**src/rtl/coeffs_loader.sv**
```systemverilog
// coeffs_loader: run-time loadable coefficient RAM.
// Stream writer with start/abort control, registered synchronous read port.
module coeffs_loader #(
    parameter int width  = 16,
    parameter int length = 8,
    localparam int AW    = $clog2(length) + 1
) (
    input  logic             clk,
    input  logic             rst,
    input  logic             start,
    input  logic             abort,
    input  logic             in_valid,
    input  logic [width-1:0] in_data,
    output logic             in_ready,
    output logic             busy,
    output logic             done,
    output logic             loaded,
    output logic [AW-1:0]    wr_count,
    input  logic [AW-1:0]    address,
    output logic [width-1:0] out
);

    localparam int            IW   = $clog2(length);
    localparam logic [AW-1:0] LEN  = AW'(length);
    localparam logic [AW-1:0] LAST = AW'(length - 1);

    typedef enum logic {
        IDLE,
        LOAD
    } state_t;

    state_t            state_q;
    logic [AW-1:0]     wr_count_q;
    logic [AW-1:0]     wr_count_d;
    logic              loaded_q;
    logic              done_q;
    logic [width-1:0]  out_q;
    logic [width-1:0]  mem_q [length];
    logic              wr_en;

    // abort takes priority over a pending word in the same cycle
    assign wr_en      = (state_q == LOAD) && in_valid && !abort;
    assign wr_count_d = wr_count_q + AW'(1);

    // Load sequencing: state, write counter and status flags
    always_ff @(posedge clk) begin
        if (rst) begin
            state_q    <= IDLE;
            wr_count_q <= '0;
            loaded_q   <= 1'b0;
            done_q     <= 1'b0;
        end else begin
            done_q <= 1'b0;
            unique case (state_q)
                IDLE: begin
                    if (start) begin
                        state_q    <= LOAD;
                        wr_count_q <= '0;
                        loaded_q   <= 1'b0;
                    end
                end
                LOAD: begin
                    if (abort) begin
                        state_q <= IDLE;
                    end else if (in_valid) begin
                        wr_count_q <= wr_count_d;
                        if (wr_count_q == LAST) begin
                            state_q  <= IDLE;
                            loaded_q <= 1'b1;
                            done_q   <= 1'b1;
                        end
                    end
                end
                default: state_q <= IDLE;
            endcase
        end
    end

    // Coefficient array write port; contents survive reset
    always_ff @(posedge clk) begin
        if (wr_en) begin
            mem_q[wr_count_q[IW-1:0]] <= in_data;
        end
    end

    // Registered read; same-cycle write to the address returns old data
    always_ff @(posedge clk) begin
        if (rst) begin
            out_q <= '0;
        end else if (address < LEN) begin
            out_q <= mem_q[address[IW-1:0]];
        end else begin
            out_q <= '0;
        end
    end

    assign in_ready = (state_q == LOAD);
    assign busy     = (state_q == LOAD);
    assign done     = done_q;
    assign loaded   = loaded_q;
    assign wr_count = wr_count_q;
    assign out      = out_q;

endmodule

```
**config.mk**
```make
export PLATFORM = sky130hd
export DESIGN_NAME = coeffs_loader
export DESIGN_NICKNAME = d
export VERILOG_FILES = /design/src/rtl/coeffs_loader.sv
export SDC_FILE = /design/constraint.sdc
export NUM_CORES = 1
export LEC_CHECK = 0
export CORE_MARGIN = 5
export CORE_UTILIZATION = 30
export CTS_CLUSTER_SIZE = 25
export DETAILED_ROUTE_END_ITERATION = 7
export GPL_ROUTABILITY_DRIVEN = 0
export GPL_TIMING_DRIVEN = 0
export PLACE_DENSITY = 0.53
export SYNTH_ARGS = -nofsm -noshare
export SYNTH_HDL_FRONTEND = slang
export SYNTH_SLANG_ARGS = --single-unit
```
**constraint.sdc**
```tcl
create_clock -name clk -period 5.29 [get_ports clk]
set_clock_uncertainty 0.15 [all_clocks]
set_input_delay 0.7935 -clock clk [delete_from_list [all_inputs] [get_ports clk]]
set_output_delay 0.7935 -clock clk [all_outputs]
set_load 0.01 [all_outputs]
```
==> impl_metrics.csv, run 1 <==
group,metric,value,unit
clock_network,clk_pin_slew_worst_paths,0.06,ns
clock_network,cts_made_buffers,17,
synthesis,synthCells,338,
worst_hold_path,holdPathStages,1,
timing,setup_violations,0,
drt,wl_per_cell,19.15,um
pwr,power.density,367.3,mW/mm^2
drt,vias_per_cell,4.683,
die,dieWidth,148.1,um
cells_and_area,drive_gt1_frac,0.2541,
setup_path,crit_path_max_fanout,10,
pwr,ir_worst_vdd,0.0002338,V
status,status,"finished, final reports clean",
cells_and_area,final_cell_area,0.007217,sq mm
setup_path,r2r_cells,4,
global_route,grt_max_degree,17,
cells_and_area,fin_util,0.3845,
clock_network,htreeDepth,4,
timing,hold_viol_final,0,
timing,period_minus_slack,2.878,ns
timing,rsz0062_at_grt,"no",
pwr,total_power,2.651,mW
synthesis,synthesis.area,0.005719,sq mm
clock_network,postCtsHoldBufs,0,
clock_network,cts.sinks,151,
cells_and_area,nets,438,
die,die_h,148.1,um
timing,slew_headroom,0.4946,
die,core,0.01877,sq mm
global_route,antenna_found_initial,1,
synthesis,synth.avg_cell_area,16.92,sq um
die,core.rowCount,50,
synthesis,synth-seq-area-share,0.7526,
drt,ant_nets,0,
setup_path,cp-start-kind,"input pin",
synthesis,synthesis.nets,364,
drt,vias,3086,
timing,setup-tns-final,0,ns
clock_network,cts_setup_buffers,0,
global_route,overflow,0,
synthesis,yosys_register_bits,151,
timing,slew_violations,0,
pwr,total_leakage_power,2.348,nW
synthesis,yosys_warnings,0,
clock_network,clk_latency,0.42,ns
global_route,grt_pass1_vias,3268,
worst_hold_path,hp-class,"reg -> reg",
cells_and_area,stdcell_count,659,
global_route,grt_pass1_wl,19.04,mm
drt,drt_pass1_iterations,4,
clock_network,clock_tree.buffer_depth,2,
die,die_area,0.02192,sq mm
global_route,grt_usage,0.1191,
clock_network,clockRootBuffer,"clkbuf_16",
clock_network,cts_tree,"yes",
synthesis,synth_cell_types,34,
cells_and_area,syn_to_final_growth,26.19,%
setup_path,end_kind,"flop",
drt,initialDrtViolationCount,189,
cells_and_area,antennaDiodeCount,0,
die,num_io_pins,49,
place,place_inst,627,
timing,worstMarginPinSlew,0.7540,ns
place,dpl_cell_area,0.006613,sq mm
drt,drt-total-wl,12.62,mm
setup_path,path_class,"in -> reg",
place,portBuffers,47,
timing,fmax,347.5,MHz
clock_network,cts_resized,0,
setup_path,required,5.25,ns
place,hpwlAfterDp,8.249,mm
setup_path,crit_arrival,2.84,ns
timing,min_period_over_period,0.5440,
flow_run,maxCapViolations,0,
drt,drc,0,
die,initial_utilization,0.3047,
-- cell usage in the layout (no fill, tap or decap), types with 2 or more instances in the layout --
master	count
edfxtp_1	128
mux2_2	48
clkdlybuf4s50_1	47
dfxtp_1	23
clkbuf_16	18
o21ai_0	17
nor3_1	17
nor2b_1	16
a211oi_1	16
o22ai_1	16
clkbuf_1	8
nor2_2	7
buf_6	7
buf_8	6
nand2b_1	5
buf_4	5
nand2_1	3
nor3_2	3
a21oi_1	3
bufinv_16	3
clkinv_2	3
or2_1	2
buf_2	2
clkbuf_2	2
inv_1	2
nand3_1	2
-- cells by family (layout without fill, tap and decap cells) --
group / after synthesis / count (layout) / synth area share
compound gates: 55 / 55 / 0.06016
xor+xnor: 1 / 1 / 0.001532
fa+ha+maj: 1 / 1 / 0.002187
buf+inv: 19 / 106 / 0.02450
flops: 151 / 151 / 0.7526
mux: 48 / 48 / 0.09451
simple gates: 63 / 63 / 0.06454
-- cell type report --
type / instances / area [sq um]
Sequential cell: 151 / 4304
Buffer: 17 / 132.6
Fill cell: 1751 / 11550
Multi-Input combinational cell: 168 / 1300
Timing Repair Buffer: 55 / 575.6
Tap cell: 234 / 292.8
Clock buffer: 24 / 483.0
Inverter: 2 / 7.507
Clock inverter: 8 / 121.4
-- routing by layer --
metal / GRT usage / part of all wire / vias up
met3: 0.03443 / 0.054 / 11
met4: 0.05127 / 0.0082 / 2
met2: 0.1863 / 0.49 / 80
li1: - / - / 1469
met5: 0 / 0.00095 / -
met1: 0.1554 / 0.45 / 1524
-- critical path: stages --
cell and delay, ns:
clkdlybuf4s50_1 0.59, nand3b_1 0.21, or2_1 0.36, nor3_2 0.55, buf_4 0.33
-- power by group --
part	internal [mW]	total, mW	switching (mW)	leakage (nW)
clock	0.780	1.22	0.437	0.293
sequential	1.30	1.30	0.00388	1.34
combinational	0.0617	0.130	0.0680	0.715
-- cell usage after synthesis, drive strengths merged --
| cell | n | area, sq um |
|---|---|---|
| o21ai | 17 | 85.08 |
| or2 | 2 | 12.51 |
| nor2b | 16 | 100.1 |
| nor3 | 20 | 105.1 |
| nand3 | 2 | 10.01 |
| nor4 | 1 | 6.260 |
| xor2 | 1 | 8.760 |
| buf | 12 | 111.4 |
| a211oi | 16 | 120.1 |
| inv | 2 | 7.510 |
| o21a | 1 | 7.510 |
| nand4 | 1 | 6.260 |
| nor2 | 8 | 32.54 |
| nand2 | 3 | 11.26 |
| clkbuf | 5 | 21.27 |
| or3 | 1 | 6.260 |
| a21oi | 3 | 15.01 |
| o311ai | 1 | 8.760 |
| dfxtp | 23 | 460.4 |
| ha | 1 | 12.51 |
| o22ai | 16 | 100.1 |
| nand4b | 2 | 32.53 |
| nand3b | 1 | 7.510 |
| and2b | 1 | 7.510 |
| mux2 | 48 | 540.5 |
| nand2b | 5 | 31.28 |
| edfxtp | 128 | 3844 |
| a21boi | 1 | 7.510 |
-- state kept, by name (all words and copies together) (netlist names) --
signal and cells:
mem_q 128, out 16, wr_count 4, busy 1
done 1, loaded 1
-- through the flow --
stage / hold slack, ns / setup slack, ns
floorplan: 0.3593 / 2.304
global placement: 0.3087 / 0.7417
detailed placement: 0.3121 / 1.947
CTS: 0.3306 / 2.401
global route: 0.3548 / 2.261
finish: 0.3303 / 2.412
-- path summary, 6_finish.rpt --
check,from,slack (ns),to
worst max-delay path,in_valid,2.41,mem_q[0][5]$_DFFE_PP_
worst max register to register,busy$_SDFF_PP0_,2.87,mem_q[0][5]$_DFFE_PP_
worst min-delay path,loaded$_SDFFE_PP0P_,0.33,loaded$_SDFFE_PP0P_
worst min register to register,loaded$_SDFFE_PP0P_,0.33,loaded$_SDFFE_PP0P_
No activity file was read; power rests on OpenSTA's default activity.
==> run 2: changes to the inputs <==
clock period = 3 ns   (was 5.29 ns; I/O delays follow)
==> results of run 2 <==
The final DEF is identical to that of run 1. Status: finished, final reports clean.
Main changes from that run: setup slack after placement 1.947 ns -> 0.0004639 ns; setup slack after layout 2.412 ns -> 0.4656 ns; register-to-register setup slack 2.87 ns -> 0.58 ns; total power 2.651 mW -> 4.674 mW; worst IR drop on VDD 0.0002338 V -> 0.0004123 V
